===== config.mk =====
export PLATFORM = sky130hd
export DESIGN_NAME = binary_to_gray
export DESIGN_NICKNAME = d
export VERILOG_FILES = /design/src/rtl/gray_pkg.sv /design/src/rtl/gray_decode.sv /design/src/rtl/binary_to_gray.sv
export SDC_FILE = /design/constraint.sdc
export NUM_CORES = 1
export LEC_CHECK = 0
export CORE_MARGIN = 10
export CORE_UTILIZATION = 40
export CTS_CLUSTER_DIAMETER = 120
export DETAILED_ROUTE_END_ITERATION = 12
export HOLD_SLACK_MARGIN = 0.06
export PLACE_DENSITY = 0.72
export SLEW_MARGIN = 40
export SYNTH_ARGS = -nofsm -noshare
export SYNTH_HDL_FRONTEND = slang
export SYNTH_SLANG_ARGS = --single-unit

===== constraint.sdc =====
create_clock -name clk -period 2.7 [get_ports clk]
set_input_delay 0.405 -clock clk [delete_from_list [all_inputs] [get_ports clk]]
set_output_delay 0.405 -clock clk [all_outputs]
set_load 0.005 [all_outputs]

===== src/rtl/gray_pkg.sv =====
// Shared definitions for the binary/Gray converter: default width and
// width-agnostic 32-bit helper functions for code conversion and bit counting.
package gray_pkg;

    localparam int DEFAULT_WIDTH = 4;

    // Forward conversion: each Gray bit is the XOR of adjacent binary bits.
    function automatic logic [31:0] bin2gray(input logic [31:0] b);
        return b ^ (b >> 1);
    endfunction

    // Reverse conversion: running XOR from the MSB down to each bit position.
    function automatic logic [31:0] gray2bin(input logic [31:0] g);
        logic [31:0] b;
        b     = '0;
        b[31] = g[31];
        for (int i = 30; i >= 0; i--) begin
            b[i] = b[i+1] ^ g[i];
        end
        return b;
    endfunction

    // Number of set bits in a 32-bit word; 6 bits holds the maximum of 32.
    function automatic logic [5:0] popcount(input logic [31:0] v);
        logic [5:0] cnt;
        cnt = '0;
        for (int i = 0; i < 32; i++) begin
            cnt = cnt + {5'b0, v[i]};
        end
        return cnt;
    endfunction

endpackage


===== src/rtl/gray_decode.sv =====
// Width-generic combinational Gray-to-binary decoder built as a
// prefix-XOR chain running from the MSB towards the LSB.
module gray_decode
    import gray_pkg::*;
#(
    parameter int WIDTH = DEFAULT_WIDTH
) (
    input  logic [WIDTH-1:0] gray_i,
    output logic [WIDTH-1:0] bin_o
);

    // Accumulate the XOR of all Gray bits at or above each position.
    always_comb begin
        logic acc;
        bin_o = '0;
        acc   = 1'b0;
        for (int i = WIDTH - 1; i >= 0; i--) begin
            acc      = acc ^ gray_i[i];
            bin_o[i] = acc;
        end
    end

endmodule


===== src/rtl/binary_to_gray.sv =====
// Registered binary/Gray converter with a Gray-to-binary mode, a
// combinational forward tap, and a monitor that flags forward results
// changing by more than one bit between consecutive conversions.
module binary_to_gray
    import gray_pkg::*;
#(
    parameter int WIDTH = DEFAULT_WIDTH
) (
    input  logic             clk,
    input  logic             rst_n,
    input  logic             in_valid,
    input  logic             mode,
    input  logic [WIDTH-1:0] b_in,
    output logic [WIDTH-1:0] g_out,
    output logic             out_valid,
    output logic [WIDTH-1:0] g_comb,
    output logic             step_err
);

    logic [WIDTH-1:0] fwdCode;
    logic [WIDTH-1:0] revCode;
    logic [WIDTH-1:0] result_d;
    logic [WIDTH-1:0] gOut_q;
    logic [WIDTH-1:0] history_q;
    logic             outValid_q;
    logic             stepErr_q;
    logic             stepErr_d;
    logic             histValid_q;
    logic [31:0]      diffWide;

    assign fwdCode = b_in ^ (b_in >> 1);

    gray_decode #(
        .WIDTH (WIDTH)
    ) uDecode (
        .gray_i (b_in),
        .bin_o  (revCode)
    );

    assign result_d = mode ? revCode : fwdCode;

    // Zero-extend the bit difference against the last forward result so the
    // shared 32-bit popcount can be reused for any width.
    always_comb begin
        diffWide               = '0;
        diffWide[WIDTH-1:0]    = fwdCode ^ history_q;
    end

    assign stepErr_d = histValid_q && (popcount(diffWide) > 6'd1);

    // Output, valid and history registers; mode-1 samples never touch history.
    always_ff @(posedge clk or negedge rst_n) begin
        if (!rst_n) begin
            gOut_q      <= '0;
            outValid_q  <= 1'b0;
            stepErr_q   <= 1'b0;
            history_q   <= '0;
            histValid_q <= 1'b0;
        end else if (in_valid) begin
            gOut_q     <= result_d;
            outValid_q <= 1'b1;
            if (!mode) begin
                stepErr_q   <= stepErr_d;
                history_q   <= fwdCode;
                histValid_q <= 1'b1;
            end else begin
                stepErr_q <= 1'b0;
            end
        end else begin
            outValid_q <= 1'b0;
            stepErr_q  <= 1'b0;
        end
    end

    assign g_out     = gOut_q;
    assign out_valid = outValid_q;
    assign step_err  = stepErr_q;
    assign g_comb    = fwdCode;

endmodule


# [Word level (Yosys, flattened, before mapping)]
# Index checks and enable logic that the tools add are counted.
# Widths: inputs -> output; s select.
[classes] add_sub_neg=3 mul=0 n_div=0 order_cmp=1 eq_ne=0 shift=0 n_mux=4 bitwise_logic=6 n_reduce_logical=2
[op_table] operator="$add 3x1->4" n=1
[op_table] operator="$gt 4x1->1 const B" n=1
[op_table] operator="$mux 4" n=1
[op_table] operator="$xor 4x3->4" n=1
[op_table] operator="$xor 4x4->4" n=1
[op_table] operator="$add 2x1->3" n=1
[op_table] operator="$mux 1" n=3
[op_table] operator="$xor 1x1->1" n=3
[op_table] operator="$add 1x1->2" n=1
[op_table] operator="$reduce_and 2->1" n=1
[op_table] operator="$logic_and 1x1->1" n=1
[op_table] operator="$not 1->1" n=1
[totals] ff_bits=11 latch_bits=0 mem_bits_rw=0 mem_bits_ro=0 inputBits=8 output_inout_bits=10 wordCells=21 memories=0

# [Longest topological paths before layout]
[depth] depth_word=9 ltp_mapped=5 depth_no_buf=5

# [By module]
# From an unflattened synthesis, not the netlist that was laid out.
[unflattened] hier_cells=54 hier_area_um2=584.3
[by_module_without_submodules] mod="binary_to_gray" instances=1 cells_per_inst=49 area_each_um2=534.3 seq_area_each_um2=275.3
[by_module_without_submodules] mod="gray_decode" instances=1 cells_per_inst=5 area_each_um2=50.0 seq_area_each_um2=0.0

# [Least setup slack after synthesis]
# Ideal clock, no wire load.
[synth_path] kind="input-to-reg" start="in b_in[0]" end="reg stepErr_q (netlist: step_err)" setup_time_ns=0.096 arrival_ns=1.946 required_ns=2.604 slack_ns=0.658 path_stages=5 n_path_buf=0 cell_sequence="xor2_1 -> xnor2_1 -> fa_1 -> or3_1 -> a311oi_2"
[synth_between] elab_chain_len=9
[synth_lines] element="start, declared" line="binary_to_gray.sv:13" rtl="input logic [WIDTH-1:0] b_in,"
[synth_lines] element="$xor 4x3->4" line="binary_to_gray.sv:31" rtl="assign fwdCode = b_in ^ (b_in >> 1);"
[synth_lines] element="$xor 4x4->4" line="binary_to_gray.sv:46" rtl="diffWide[WIDTH-1:0] = fwdCode ^ history_q;"
[synth_lines] element="$add 1x1->2" line="gray_pkg.sv:28" rtl="cnt = cnt + {5'b0, v[i]};"
[synth_lines] element="$add 2x1->3" line="gray_pkg.sv:28"
[synth_lines] element="$add 3x1->4" line="gray_pkg.sv:28"
[synth_lines] element="$gt 4x1->1" line="binary_to_gray.sv:49" rtl="assign stepErr_d = histValid_q && (popcount(diffWide) > 6'd1);"
[synth_lines] element="$logic_and 1x1->1" line="binary_to_gray.sv:49"
[synth_lines] element="$mux 1" line="binary_to_gray.sv:62" rtl="if (!mode) begin"
[synth_lines] element="$mux 1" line="binary_to_gray.sv:59" rtl="end else if (in_valid) begin"
[synth_lines] element="end signal, assigned" line="binary_to_gray.sv:63" rtl="stepErr_q <= stepErr_d;"
[synth_lines] element="end, declared" line="binary_to_gray.sv:26" rtl="logic stepErr_q;"
# Every way passes these cells.
# A chain may end at the register's enable or synchronous reset.

# [Worst setup path in the final report]
[layout_path] start="in b_in[2]" end="out g_comb[1]"
[layout_between] elab_chain_len=1
[layout_lines] element="$xor 4x3->4" line="binary_to_gray.sv:31"
[layout_lines] element="end, declared" line="binary_to_gray.sv:16" rtl="output logic [WIDTH-1:0] g_comb,"
# Every way passes these cells.

==> summary.txt <==
Worst setup path
  – Crit-path max cell delay: 0.50 ns
  – Kind of critical path: input port to output pin
  – Critical path endpoint category: output pin
  – Startpoint Class: input port
  – Most Frequent Cell on Critical Path: clkdlybuf4s50_1
  – Worst path cell trace: clkdlybuf4s50_1 -> xor2_1 -> buf_4 -> clkdlybuf4s50_1
  – Data arrival time of the worst path: 1.80 ns
  – WP data required: 2.30 ns
  – Family with the most delay on the worst path: buffers and inverters
  – Worst path bufs/invs: 3
  – Slowest CP cell: clkdlybuf4s50_1
  – Critical path peak fanout: 3

Die
  – Die W: 56.0 um
  – Die Y: 56.0 um
  – Std cell rows: 12
  – Die ar.: 3140 um2
  – Io pins: 18
  – Initial Util: 0.443
  – Core ar.: 1170 um2

CTS
  – # resized after CTS: 0
  – Worst-path clk slew: 0.07 ns
  – # H-tree levels: 1
  – Sink Count: 11
  – CTS buffer count: 3
  – CTS Root Cell: clkbuf_4
  – Cts hold-fix bufs: 0
  – CTS tree: yes
  – Clock latency on the worst-skew pair: 0.26 ns
  – CTS max path bufs: 2
  – Setup bufs post-CTS: 0

Timing
  – Max Slew Vio Count: 0
  – Fin. Hold Viols: 0
  – Fmax: 453 MHz
  – Fin crit period: 2.21 ns
  – Setup total negative slack: 0 ns
  – Least-Margin Pin Slew: 0.493 ns
  – Fin Hold WS: 0.471 ns
  – # setup viols final: 0
  – RSZ-0062 raised after global routing: false
  – Period utilization: 0.817
  – Max transition margin: 0.670
  – Clk_skew: 0.000259 ns
  – Setup ws final: 0.494 ns

Layout
  – Most frequent cells in the layout: 17 x clkdlybuf4s50_1, 11 x dfrtp_1, 5 x xnor2_1, 5 x mux2_2
  – Commonest non-fill, non-tap cell in the layout: clkdlybuf4s50_1
  – Area growth from synthesis to layout: 43.4%
  – Nets: 74
  – Fillcell total: 99
  – Share of post-route cells with drive strength above 1: 0.203
  – Layout Cells excl Fill: 78
  – Core Util, Final: 0.636
  – Fin area: 744 um2
  – Antenna cells: 0

Synth
  – Post-synthesis register bit count: 11
  – Mux share of post-synthesis cell area: 0.108
  – Yosys warning count: 0
  – Synth Area in XOR/XNOR: 0.118
  – Main combinational cell family by area after synthesis: XOR/XNOR gates
  – Synth Area in Simple Gates: 0.0892
  – Synth unique cells: 20
  – Synthesized cell area: 519 um2
  – Synth Area in Compound Gates: 0.0795
  – Post-Synth Adder-Cell Area: 0.0386
  – Avg Synthesized Cell Area: 12.4 um2
  – Synth Net Count: 51
  – Seq/Total Area, Yosys: 0.530
  – Synth Instances: 42

Power and ir drop
  – Sequential share of power: 0.446
  – Leakage: 0.315 nW
  – Power density over cell area: 598 nW/um2
  – Clock share of power: 0.245
  – Total net switching power: 0.115 mW
  – Switching share of power: 0.259
  – Power Total: 0.445 mW
  – Gate power share: 0.308
  – Cell internal power dissipation: 0.330 mW
  – VDD IR max: 0.000308 V

Worst hold path
  – HP Class: input port to async pin

Global route
  – Initial antenna violation count: 0
  – Pin count of the biggest net entering global routing: 12
  – Tot GR Track Use: 0.0756
  – Number of global-route vias before repair: 429
  – First-pass GRT wire length: 1910 um
  – Overflow left after global routing: 0

Route
  – ANT nets after route: 0
  – Routed len/inst: 14.0 um
  – Final WL: 1090 um
  – Via Count: 379
  – DRC: 0
  – Drt via density: 4.86
  – Starting DRT DRC Count: 8
  – First-pass detailed-route iteration total: 4

Placement
  – Port Buffer Count: 17
  – Post-DP HPWL: 912 um
  – Cell total after placement: 74
  – Dpl cell area: 718 um2
  – Setup WS pre-CTS: 0.203 ns
  – Global placement routability congestion: 0.684

Status
  – Outcome: finished clean

Run
  – Max_cap viols: 0
## worst paths after layout
kind | start | end | slack (ns) | depth (start not counted)
hold / removal | rst_n | out_valid$_DFF_PN0_ | 0.47 | 1
hold reg to reg | histValid_q$_DFFE_PN0P_ | histValid_q$_DFFE_PN0P_ | 0.48 | 2
setup reg to reg | history_q[1]$_DFFE_PN0P_ | step_err$_DFF_PN0_ | 0.95 | 4
max in group asynchronous | rst_n | history_q[2]$_DFFE_PN0P_ | 1.90 | 1
min in group clk | histValid_q$_DFFE_PN0P_ | histValid_q$_DFFE_PN0P_ | 0.48 | 2
setup / recovery | b_in[2] | g_comb[1] | 0.49 | 4
## worst register-to-register path, cell delays in order, from the launching register on
cell and delay [ns]:
dfrtp_1 0.38, xnor2_1 0.21, fa_1 0.45, or3_1 0.39
a311oi_2 0.23
## registers in the layout, summed over array words and instances (netlist names)
signal / cells
history_q: 4
histValid_q: 1
out_valid: 1
g_out: 4
step_err: 1
## cell usage after synthesis
library cell	instances	area [um2]
o21ai_0	1	5.00
nand3b_1	1	7.51
nand2b_1	1	6.26
nand3_1	1	5.00
nor2b_1	1	6.26
a21oi_1	1	5.00
a311oi_2	1	15.0
dfrtp_1	11	275
mux2_2	5	56.3
a31o_2	1	8.76
xor2_1	2	17.5
a21o_1	1	7.51
nand2_1	3	11.3
inv_1	2	7.51
buf_4	1	7.51
or3_1	1	6.26
nor2_1	1	3.75
xnor2_1	5	43.8
fa_1	1	20.0
clkbuf_1	1	3.75
## area by class of cell
class / instances / area (um2) / share of cell area
clock buffer: 4 / 26.3 / 0.0353
multi-input combinational: 27 / 225 / 0.303
tap: 14 / 17.5 / 0.0235
inverter: 2 / 7.51 / 0.0101
timing repair buffer: 20 / 193 / 0.259
sequential: 11 / 275 / 0.370
## power groups by stage
stage / Clock, mW / Sequential [mW] / Combinational, mW
after floorplan: 0 / 0.201 / 0.0705
after global placement: 0 / 0.201 / 0.137
after detailed placement: 0 / 0.203 / 0.140
after CTS: 0.117 / 0.200 / 0.141
after global routing: 0.124 / 0.203 / 0.153
final: 0.109 / 0.199 / 0.137
## layer usage
layer,up-vias,part of all wire,global-route usage
met5,-,0,0
met4,0,0.019,0.0307
met3,5,0.11,0.0501
met2,15,0.49,0.128
met1,175,0.38,0.0699
li1,184,-,-
## cell families after synthesis
| group | after synthesis |
|---|---|
| buf+inv | 4 |
| flops | 11 |
| compound gates | 5 |
| mux | 5 |
| simple gates | 9 |
| fa+ha+maj | 1 |
| xor+xnor | 7 |
(Power assumes the default switching activity.)
